### config.mk
export PLATFORM = sky130hd
export DESIGN_NAME = issue_scoreboard
export DESIGN_NICKNAME = d
export VERILOG_FILES = /design/src/rtl/issue_scoreboard.sv
export SDC_FILE = /design/constraint.sdc
export NUM_CORES = 1
export LEC_CHECK = 0
export CAP_MARGIN = 20
export CORE_AREA = 2 2 116 118
export CTS_CLUSTER_DIAMETER = 50
export DETAILED_ROUTE_END_ITERATION = 10
export DIE_AREA = 0 0 118 120
export DONT_BUFFER_PORTS = 1
export PLACE_DENSITY = 0.71
export SLEW_MARGIN = 20
export SYNTH_ARGS = -nofsm -noshare
export SYNTH_HDL_FRONTEND = slang
export SYNTH_SLANG_ARGS = --single-unit
### constraint.sdc
create_clock -name clk -period 3.46 [get_ports clk]
set_input_delay 0.519 -clock clk [delete_from_list [all_inputs] [get_ports clk]]
set_output_delay 0.519 -clock clk [all_outputs]
set_load 0.005 [all_outputs]
### src/rtl/issue_scoreboard.sv
// Single-slot RV64 issue stage with a register scoreboard that blocks RAW/WAW hazards
// until writeback, plus a pass-through register-file write port.
module issue_scoreboard #(
  parameter int unsigned N    = 32,
  parameter int unsigned Bits = 64,
  localparam int unsigned P   = $clog2(N)
) (
  input  logic            clk,
  input  logic            rst,
  input  logic            inst_valid,
  input  logic [31:0]     inst,
  output logic            inst_ready,
  output logic            iss_valid,
  input  logic            iss_ready,
  output logic [P-1:0]    ptr_rd_1,
  output logic [P-1:0]    ptr_rd_2,
  output logic [P-1:0]    iss_rd,
  output logic            iss_wr_rd,
  output logic [6:0]      iss_opcode,
  output logic [2:0]      iss_funct3,
  output logic [Bits-1:0] iss_imm,
  output logic            iss_illegal,
  input  logic            wb_valid,
  input  logic [P-1:0]    wb_rd,
  input  logic [Bits-1:0] wb_data,
  output logic [P-1:0]    ptr_wr,
  output logic [Bits-1:0] data_wr,
  output logic            wr_en,
  output logic [31:0]     stall_cnt
);

  logic [6:0]      opcode;
  logic            use_rs1, use_rs2, use_rd, illegal;
  logic [31:0]     imm32;
  logic [Bits-1:0] imm_ext;
  logic [P-1:0]    rs1_f, rs2_f, rd_f;
  logic            wr_rd, hazard, accept;

  logic [N-1:0]    busy_q, busy_d;
  logic            iss_valid_q;
  logic [P-1:0]    rs1_q, rs2_q, rd_q;
  logic            wr_rd_q, illegal_q;
  logic [6:0]      opcode_q;
  logic [2:0]      funct3_q;
  logic [Bits-1:0] imm_q;
  logic [31:0]     stall_cnt_q;

  assign opcode = inst[6:0];

  always_comb begin
    use_rs1 = 1'b0;
    use_rs2 = 1'b0;
    use_rd  = 1'b0;
    illegal = 1'b0;
    imm32   = '0;
    case (opcode)
      7'b0110011, 7'b0111011: begin
        use_rs1 = 1'b1;
        use_rs2 = 1'b1;
        use_rd  = 1'b1;
      end
      7'b0010011, 7'b0011011, 7'b0000011, 7'b1100111: begin
        use_rs1 = 1'b1;
        use_rd  = 1'b1;
        imm32   = {{20{inst[31]}}, inst[31:20]};
      end
      7'b0100011: begin
        use_rs1 = 1'b1;
        use_rs2 = 1'b1;
        imm32   = {{20{inst[31]}}, inst[31:25], inst[11:7]};
      end
      7'b1100011: begin
        use_rs1 = 1'b1;
        use_rs2 = 1'b1;
        imm32   = {{19{inst[31]}}, inst[31], inst[7], inst[30:25], inst[11:8], 1'b0};
      end
      7'b0110111, 7'b0010111: begin
        use_rd = 1'b1;
        imm32  = {inst[31:12], 12'b0};
      end
      7'b1101111: begin
        use_rd = 1'b1;
        imm32  = {{11{inst[31]}}, inst[31], inst[19:12], inst[20], inst[30:21], 1'b0};
      end
      default: illegal = 1'b1;
    endcase
  end

  assign imm_ext = Bits'($signed(imm32));

  // Unused register fields are zeroed so they never alias a busy register.
  assign rs1_f = use_rs1 ? P'(inst[19:15]) : '0;
  assign rs2_f = use_rs2 ? P'(inst[24:20]) : '0;
  assign rd_f  = use_rd  ? P'(inst[11:7])  : '0;
  assign wr_rd = use_rd && (rd_f != '0);

  // Registered busy only: a writeback clear is seen by the check one cycle later.
  assign hazard = (use_rs1 && busy_q[rs1_f]) ||
                  (use_rs2 && busy_q[rs2_f]) ||
                  (wr_rd   && busy_q[rd_f]);

  assign inst_ready = (!iss_valid_q || iss_ready) && !hazard;
  assign accept     = inst_valid && inst_ready;

  // Clear first, then set, so a same-index set wins.
  always_comb begin
    busy_d = busy_q;
    if (wb_valid) busy_d[wb_rd] = 1'b0;
    if (accept && wr_rd) busy_d[rd_f] = 1'b1;
    busy_d[0] = 1'b0;
  end

  always_ff @(posedge clk or negedge rst) begin
    if (!rst) begin
      busy_q      <= '0;
      iss_valid_q <= 1'b0;
      rs1_q       <= '0;
      rs2_q       <= '0;
      rd_q        <= '0;
      wr_rd_q     <= 1'b0;
      illegal_q   <= 1'b0;
      opcode_q    <= '0;
      funct3_q    <= '0;
      imm_q       <= '0;
      stall_cnt_q <= '0;
    end else begin
      busy_q <= busy_d;
      if (accept) begin
        iss_valid_q <= 1'b1;
        rs1_q       <= rs1_f;
        rs2_q       <= rs2_f;
        rd_q        <= rd_f;
        wr_rd_q     <= wr_rd;
        illegal_q   <= illegal;
        opcode_q    <= opcode;
        funct3_q    <= inst[14:12];
        imm_q       <= imm_ext;
      end else if (iss_ready) begin
        iss_valid_q <= 1'b0;
      end
      if (inst_valid && hazard && (stall_cnt_q != 32'hFFFF_FFFF)) begin
        stall_cnt_q <= stall_cnt_q + 32'd1;
      end
    end
  end

  assign iss_valid   = iss_valid_q;
  assign ptr_rd_1    = rs1_q;
  assign ptr_rd_2    = rs2_q;
  assign iss_rd      = rd_q;
  assign iss_wr_rd   = wr_rd_q;
  assign iss_opcode  = opcode_q;
  assign iss_funct3  = funct3_q;
  assign iss_imm     = imm_q;
  assign iss_illegal = illegal_q;
  assign stall_cnt   = stall_cnt_q;

  assign ptr_wr  = wb_rd;
  assign data_wr = wb_data;
  assign wr_en   = wb_valid && (wb_rd != '0);

endmodule

==> impl_results.md <==
* CP Cell Sequence: mux2_2 -> mux4_2 -> a32o_1 -> o311a_1 -> a41o_1 -> or3b_4 -> nor2b_4
* CP Capture Type: output pin
* Critical path required time at 2.94 ns
* Rel. slew slack at 0.360
* Outcome: complete, no violations
* Starting density of the core at 0.551
* Hold Vio Cnt, Final at 0
* Post-synthesis register bit count at 123
* Largest net degree at the start of global routing at 124
* Most frequent cell after synthesis: dfrtp_1
* Setup_tns at 0 ns
* Util after Layout at 0.558
* Post-synth top cells: dfrtp_1, buf_4, o21ai_0
* Area Growth Syn to Fin at 1.33%
* Avg WL per Cell at 22.9 um
* CTS Buffer Depth at 2
* CP Launch Type: flop
* Setup Crit Path Kind: flop to output pin
* Least-Margin Pin Slew at 0.952 ns
* Post-synth EDFFs at 0
* Ys flop type: dfrtp_1
* Grt total ovfl at 0
* Share of the synthesized area in the top cell type at 0.431
* Clock power share at 0.490
* I/O Buffers at 0
* Routed via count at 5,400
* Diodes inserted at 0
* Synthesis Warnings at 0
* WHS at 0.00722 ns
* Top delay family on crit path: compound AO/OA/AOI/OAI gates
* Initial antenna violation count at 0
* Drt total wl at 19,100 um
* CTS tree: yes
* Largest incremental delay on the critical path at 0.46 ns
* Die height at 120 um
* Residual DRC at 0
* Placed cell area at 6530 um^2
* Register area share after synthesis at 0.431
* Hold crit path type: primary input to asynchronous set/reset pin
* Post-layout min period at 3.39 ns
* Design area at 7240 um^2
* First-pass GRT wire length at 30,200 um
* DIE AREA at 14,200 um^2
* CP max stage cell: mux4_2
* Critical Path AT at 2.87 ns
* Root buf cell: clkbuf_16
* Yosys top cell by area: dfrtp_1
* Mapped Area at 7150 um^2
* Unique masters post-synth at 62
* Num CTS Buffers at 17
* Post-detailed-route count of antenna-violating nets at 0
* Clock sinks at 123
* Fraction of registers with async set/reset at 1.00
* Total power at 3.83 mW
* First-iteration detailed-routing DRC count at 565
* Cell Rows at 42
* Reg power frac at 0.432
* Sw Share at 0.244
* Max Cap Viol at 0
* IO Pins at 301
* Final number of setup-violating endpoints at 0
* Peak fanout along the critical path at 2
* Reg clk slew, reported paths at 0.05 ns
* Synth top area cells: dfrtp_1, buf_4, mux4_2
* RSZ-0062 raised after global routing: no
* Pwr per Cell Area at 529 nW/um^2
* Sw power at 0.934 mW
* Peak supply drop at 318 uV
* Worst path bufs/invs at 0
* H-tree levels at 4
* Worst-skew pair later-pin latency at 0.43 ns
* Final cycle utilization of the critical path at 0.980
* DR vias/cell at 6.47
* HPWL after DPL at 13,700 um
* Leakage at 3.02 nW
* Die Span X at 118 um
* Fin nets at 753
* Core ar. at 13,000 um^2
* Post-synthesis cell count at 752
* Number of global-route vias before repair at 5,429
* Layout cells sized above 1 at 0.134
* Gp weighted congestion at 0.909
* Syn Area/Cell at 9.50 um^2
* Internal power at 2.90 mW
* Gr usage total at 0.276
* Slew Limit Fails at 0
* Syn_nets at 859
* Worst Clk Skew at 0.00469 ns
* Drt first pass iters at 5
* Fmax at 295 MHz
* Combinational power share at 0.078
## registers in the layout, indices dropped and copies added, names as in the netlist
name / flops
iss_valid: 1
ptr_rd_2: 5
iss_funct3: 3
busy_q: 31
iss_illegal: 1
stall_cnt: 32
iss_wr_rd: 1
iss_imm: 32
iss_opcode: 7
ptr_rd_1: 5
iss_rd: 5
## cells by family (layout without fill, tap and decap cells)
kind of cell             after synthesis  after routing  synth area share
AND/OR/NAND/NOR                      200            200             0.150
buffers and inverters                178             85             0.149
AO/OA/AOI/OAI                        177            177             0.142
flip-flops                           123            123             0.431
multiplexers                          42             42            0.0881
XOR/XNOR                              31             31            0.0380
adder cells (fa/ha/maj)                1              1           0.00175
## worst paths after layout
kind                                     from            end  slack [ns]  cells past startpoint
worst max-delay path                busy_q[6]     inst_ready        0.07                      7
worst min-delay path                      rst     busy_q[14]       0.007                      1
worst max register to register      busy_q[6]    iss_imm[17]        0.20                     11
worst min register to register  stall_cnt[17]  stall_cnt[17]        0.51                      1
max in group asynchronous                 rst    iss_imm[31]        2.88                      1
min in group clk                     inst[11]      busy_q[4]        0.19                      1
## worst reg2reg max path, delay by kind of cell, from the launching register on
family	cells	cell delay [ns]
muxes	2	0.74
and+or+nand+nor	2	0.36
buffers and inverters	3	0.77
AOI/OAI and AO/OA	4	0.91
DFF	1	0.39
## final cells by class
cell class / count / area [um^2]
fill: 1099 / 5740
sequential: 123 / 3080
multi-input combinational: 451 / 3020
clock buffer: 22 / 454
tap: 176 / 220
timing repair buffer: 16 / 165
clock inverter: 10 / 164
inverter: 37 / 139
## per-stage QoR
| step | std cells | worst slack, ns |
|---|---|---|
| 2_1_floorplan | 752 | 0.178 |
| 3_3_place_gp | 795 | 0.245 |
| 3_5_place_dp | 795 | 0.144 |
| 4_1_cts | 834 | 0.00290 |
| 5_1_grt | 835 | 0.00338 |
| 6_report | 835 | 0.0678 |
## layout by cell type (no fill, tap or decap), types with 16 or more instances in the layout
| master | n |
|---|---|
| a21oi_1 | 49 |
| clkbuf_16 | 17 |
| dfrtp_1 | 122 |
| mux2_2 | 16 |
| o21ai_0 | 65 |
| xnor2_1 | 28 |
| nand4_1 | 16 |
| inv_1 | 37 |
| nand3_1 | 43 |
| nor2_1 | 39 |
| o21ai_1 | 26 |
| nand2_1 | 33 |
## power by group through the flow
stage	sequential [mW]	clock, mW	combinational, mW
6_report	1.66	1.88	0.298
5_1_grt	1.67	1.97	0.336
4_1_cts	1.66	1.91	0.298
3_5_place_dp	1.68	0	0.259
3_3_place_gp	1.68	0	0.244
2_1_floorplan	1.64	0	0.325
## repair_timing
item,4_1_cts,5_1_grt
hold buffers,1,0
pin swaps,2,2
endpoints found under the setup margin,1,1
gates resized for setup,2,2
buffers inserted,6,1
hold endpoints to repair,123,0
cloned,0,0
## routing by layer
metal | GRT usage | vias to the layer above | wire [um]
li1 | - | 2345 | -
met4 | 0.110 | 2 | 544
met1 | 0.317 | 2645 | 7040
met2 | 0.445 | 346 | 9280
met5 | 0.0221 | - | 43
met3 | 0.128 | 62 | 2200
Power figures use the tool's default switching activity.
